### src/rtl/contador_programa_pilha.sv
// contador_programa_pilha
//   Program counter for the SAP datapath with a modulo terminal value and
//   CALL/RET support through an internal return-address stack.
//   Q drives the instruction address bus; it sits between the control
//   sequencer and the memory address register.
//
// Ports
//   clock          rising-edge clock
//   clear          asynchronous active-low reset
//   enable         increment Q this cycle
//   load           Q <= DATA (jump)
//   call           push return address (next sequential), Q <= DATA
//   ret            pop top of stack into Q
//   DATA           jump/call target
//   Q              current count (registered)
//   terminal       Q >= MAX_COUNT (combinational)
//   stack_full     level == DEPTH (combinational)
//   stack_empty    level == 0 (combinational)
//   level          number of valid stack entries (registered)
//   overflow_err   sticky, call attempted while full
//   underflow_err  sticky, ret attempted while empty
//
// Priority per edge: load > call > ret > enable; one action per cycle.

module contador_programa_pilha #(
    parameter int WIDTH     = 8,
    parameter int DEPTH     = 4,
    parameter int MAX_COUNT = 2**WIDTH - 1,
    localparam int LW       = $clog2(DEPTH + 1)
) (
    input  logic             clock,
    input  logic             clear,
    input  logic             enable,
    input  logic             load,
    input  logic             call,
    input  logic             ret,
    input  logic [WIDTH-1:0] DATA,
    output logic [WIDTH-1:0] Q,
    output logic             terminal,
    output logic             stack_full,
    output logic             stack_empty,
    output logic [LW-1:0]    level,
    output logic             overflow_err,
    output logic             underflow_err
);

    // Stack index width; the array is padded to a power of two so that an
    // index of exactly IW bits addresses it without width mismatches.
    localparam int IW = (DEPTH > 1) ? $clog2(DEPTH) : 1;
    localparam int SD = 2**IW;

    localparam logic [WIDTH-1:0] MAX_W   = WIDTH'(MAX_COUNT);
    localparam logic [LW-1:0]    DEPTH_W = LW'(DEPTH);

    logic [WIDTH-1:0] stack [SD];
    logic [WIDTH-1:0] nxt;
    logic [LW-1:0]    level_dec;
    logic [IW-1:0]    push_idx;
    logic [IW-1:0]    pop_idx;

    assign terminal    = (Q >= MAX_W);
    assign stack_full  = (level == DEPTH_W);
    assign stack_empty = (level == '0);

    // Values above MAX_COUNT (reachable through load) also wrap to 0.
    assign nxt = terminal ? '0 : Q + WIDTH'(1);

    assign level_dec = level - LW'(1);
    assign push_idx  = level[IW-1:0];
    assign pop_idx   = level_dec[IW-1:0];

    always_ff @(posedge clock or negedge clear) begin
        if (!clear) begin
            Q             <= '0;
            level         <= '0;
            overflow_err  <= 1'b0;
            underflow_err <= 1'b0;
            for (int i = 0; i < SD; i++) begin
                stack[i] <= '0;
            end
        end else if (load) begin
            Q <= DATA;
        end else if (call) begin
            // A call while full is dropped entirely, including any enable.
            if (stack_full) begin
                overflow_err <= 1'b1;
            end else begin
                stack[push_idx] <= nxt;
                level           <= level + LW'(1);
                Q               <= DATA;
            end
        end else if (ret) begin
            if (stack_empty) begin
                underflow_err <= 1'b1;
            end else begin
                Q     <= stack[pop_idx];
                level <= level_dec;
            end
        end else if (enable) begin
            Q <= nxt;
        end
    end

endmodule

### config.mk
export PLATFORM = sky130hd
export DESIGN_NAME = contador_programa_pilha
export DESIGN_NICKNAME = d
export VERILOG_FILES = /design/src/rtl/contador_programa_pilha.sv
export SDC_FILE = /design/constraint.sdc
export NUM_CORES = 1
export LEC_CHECK = 0
export CAP_MARGIN = 20
export CELL_PAD_IN_SITES_DETAIL_PLACEMENT = 0
export CELL_PAD_IN_SITES_GLOBAL_PLACEMENT = 1
export CORE_MARGIN = 8
export CORE_UTILIZATION = 42
export CTS_BUF_LIST = sky130_fd_sc_hd__clkbuf_8
export CTS_CLUSTER_DIAMETER = 50
export DETAILED_ROUTE_END_ITERATION = 12
export PLACE_DENSITY_LB_ADDON = 0.25
export RECOVER_POWER = 50
export REMOVE_ABC_BUFFERS = 1
export SYNTH_ARGS = -nofsm -noshare
export SYNTH_HDL_FRONTEND = slang
export SYNTH_SLANG_ARGS = --single-unit
### constraint.sdc
create_clock -name clock -period 2.15 [get_ports clock]
set_input_delay 0.3225 -clock clock [delete_from_list [all_inputs] [get_ports clock]]
set_output_delay 0.3225 -clock clock [all_outputs]
set_load 0.005 [all_outputs]
==> results by group <==
Status
  • Status: finished clean

Yosys
  • Most used DFF post-synth: dfrtp_1
  • Synth Instances: roughly 200
  • Synth async-reset ratio: 100%
  • Synth warn: 0
  • Synth Register Bits: 45
  • Synth Cell Area: 0.00240 mm^2
  • Syn avg cell area: between 10 and 15 um^2
  • Sequential area share after synthesis: 46.9%
  • Post-synth cell types: 44
  • Post-synth EDFFs: 0

Worst setup path
  • Crit Path Class: flop to output port
  • CP Launch Type: flop
  • Worst Path Max Fanout: 6
  • Register-to-register setup slack: around 0.25 ns
  • Capturing point of the worst reg2reg path: stack[27]
  • Worst Reg-to-Reg Cells: 5
  • Req. time, crit path: roughly 1.8 ns
  • Critical Path Sink: terminal
  • Data arrival, critical path: ~1.7 ns
  • Critical path startpoint: Q[5]
  • Reg2reg start: level[1]
  • Crit. End Element: output port

GRT
  • GRT Total Usage: 13.8%
  • First-pass GRT wire length: 9200 um
  • Total congestion overflow: 0
  • Initial antenna violation count: 0
  • Vias in the first global route: approximately 1,700
  • Largest net degree at the start of global routing: 18

Detailed routing
  • First-pass DRT Iterations: 5
  • Remaining DRCs: 0
  • DR WL/cell: roughly 17 um
  • Met3 routed wirelength: 331 um
  • DR iter-0 viols: 67
  • WL met2: 2560 um
  • Total Wirelength: between 5000 and 6000 um
  • Antenna-violating nets left: 0
  • Vias/cell: ~5.3
  • WL met1: around 2600 um
  • Top sig layer: met4
  • Via count: 1,740

Finish
  • Final Util: 55.6%
  • NumNets Final: 275
  • Share of cells above drive strength 1: between 30 and 40%
  • Layout area overhead: 27.6%
  • Finished Cell Area: a little over 0.003 mm^2
  • Diode count: 0

Pwr
  • Clock power frac: between 10% and 20%
  • Post-layout power: just under 4 mW
  • Worst VDD drop: approximately 560 uV
  • Comb pwr share: slightly below 50%
  • Leakage: around 1.3 nW
  • Sequential share of power: 36.9%
  • P per Cell Area: between 1000 and 1500 mW/mm^2
  • Sw Ratio: between 30 and 40%
  • Psw: 1.28 mW
  • Pint: roughly 2.6 mW

Clocking
  • Num CTS Buffers: 5
  • Root Driver: clkbuf_8
  • Longest Clk Path Bufs: 2
  • Clock sinks: 45
  • Worst-Skew Late Latency: roughly 0.30 ns
  • CTS tree: done
  • Clk pin slew, worst setup/hold paths: about 0.09 ns
  • H-tree Lvls: 2

Floorplanning
  • Starting density of the core: between 40% and 50%
  • Area of the core: between 0.005 and 0.006 mm^2
  • Die Y: between 90 and 100 um
  • Die Wd: roughly 90 um
  • Die Footprint: 0.00839 mm^2
  • Io pins: 30
  • # rows: 27

Placed design
  • Detail Placement HPWL: ~4200 um
  • Placed cell areas: around 0.0029 mm^2
  • Port bufs: 29
  • GP Congestion: between 0.7 and 0.8

STA
  • Slew @ Worst Pin: slightly below 0.9 ns
  • RSZ-0062 raised after global routing: false
  • Clock Skew: between 0.007 and 0.008 ns
  • Slew Viols, Final: 0
  • Setup TNS: 0 ns
  • Final hold vios: 0
  • Max Clk Rate: 0.492 GHz
  • Min Tclk post-route: 2.03 ns
  • Period utilization: a little over nine tenths
  • Slew margin rel.: between 40% and 50%
  • Final setup fails: 0

Min path
  • Hold Path Class: flop to flop

Run
  • Max-cap violation count: 0
-- power by group through the flow --
stage / sequential (mW) / clock, mW / combinational, mW
CTS: 1.45 / 0.566 / 1.95
finish: 1.44 / 0.538 / 1.93
floorplan: 1.48 / 0 / 1.11
detailed placement: 1.47 / 0 / 1.89
global route: 1.49 / 0.598 / 2.09
global placement: 1.46 / 0 / 1.87
-- flip-flops by register name, indices dropped and copies added (netlist names) --
signal / flops
underflow_err: 1
stack: 32
level: 3
overflow_err: 1
Q: 8
-- synthesized netlist by cell type, drive strengths merged, types with 2 or more instances --
cell    instances  area, um^2
ha              6        75.1
a221o           2        20.0
xor2            2        17.5
mux2i           3        30.0
o21bai          2        15.0
o22ai           2        12.5
a211oi          2        15.0
o31ai           2        15.0
nor3b           2        20.0
o211ai          2        15.0
inv             6        22.5
dfrtp          45        1130
nand3           5        25.0
nor3            2        10.0
clkbuf          3        11.3
nor2            9        33.8
buf             6        38.8
a21oi           8        40.0
o21ai           9        45.0
mux4            8         180
xnor2           7        61.3
mux2           32         360
nand2          13        51.3
or2             2        12.5
-- worst max-delay path, cell delays in order (launching register included) --
cell	delay, ns
dfrtp_1	0.43
nand4_1	0.20
nor2_2	0.23
clkdlybuf4s50_1	0.54
-- worst min-delay path by stage --
stage	start	end	slack [ns]	cells after the start
2_1_floorplan	clear	Q[0]	0.03	0
3_3_place_gp	clear	Q[6]	0.26	1
4_1_cts	clear	Q[6]	0.46	2
3_5_place_dp	clear	Q[6]	0.26	1
5_1_grt	overflow_err	overflow_err	0.50	1
6_report	underflow_err	underflow_err	0.47	1
-- logic make-up after synthesis --
| kind of cell | after synthesis | share of synthesized area, % |
|---|---|---|
| flops | 45 | 46.9 |
| mux | 43 | 23.8 |
| fa+ha+maj | 6 | 3.13 |
| simple gates | 40 | 8.87 |
| buf+inv | 15 | 3.03 |
| compound gates | 38 | 11.0 |
| xor+xnor | 9 | 3.29 |
-- area by class of cell --
type | instances | area, um^2
Sequential cell | 45 | 1130
Clock inverter | 1 | 7.51
Tap cell | 72 | 90.1
Fill cell | 477 | 2450
Clock buffer | 6 | 82.6
Timing Repair Buffer | 61 | 520
Inverter | 6 | 22.5
Multi-Input combinational cell | 136 | 1210
-- metrics by stage --
step / std cells / worst slack (ns) / hold WS [ns]
2_1_floorplan: 187 / -0.0590 / 0.0269
3_5_place_dp: 318 / 0.0312 / 0.261
4_1_cts: 326 / 0.00264 / 0.461
5_1_grt: 327 / 0.00177 / 0.499
6_report: 327 / 0.118 / 0.469
3_3_place_gp: 318 / 0.0628 / 0.259
-- repair_timing --
action                                  in CTS  in global routing
setup buffers                                0                  1
hold buffers                                 1                  0
endpoints found under the hold margin       15                  0
pin swaps                                    0                  1
endpoints found under the setup margin       3                  2
resized for setup                            4                  2
-- layer usage --
metal	track usage, %	vias to the layer above
met1	18.5	854
li1	-	839
met3	3.70	5
met2	21.2	42
met4	3.68	0
met5	0	-
-- cell usage in the layout (no fill, tap or decap), types with 2 or more instances in the layout --
master and n:
xnor2_1 7, clkbuf_8 6, xor2_1 2, a21oi_1 8, o31ai_1 2, mux2i_1 3, nor3_1 2, buf_4 28
mux4_2 8, o22ai_1 2, clkdlybuf4s50_1 24, dfrtp_1 44, a211oi_1 2, inv_1 5, o21bai_1 2, o21ai_0 9
nand3_1 5, clkbuf_1 2, nor3b_1 2, dlygate4sd3_1 4, nand2_1 12, o211ai_1 2, a221o_1 2, clkbuf_2 2
ha_1 5, mux2_2 32, nor2_1 8
Power figures use the tool's default switching activity.
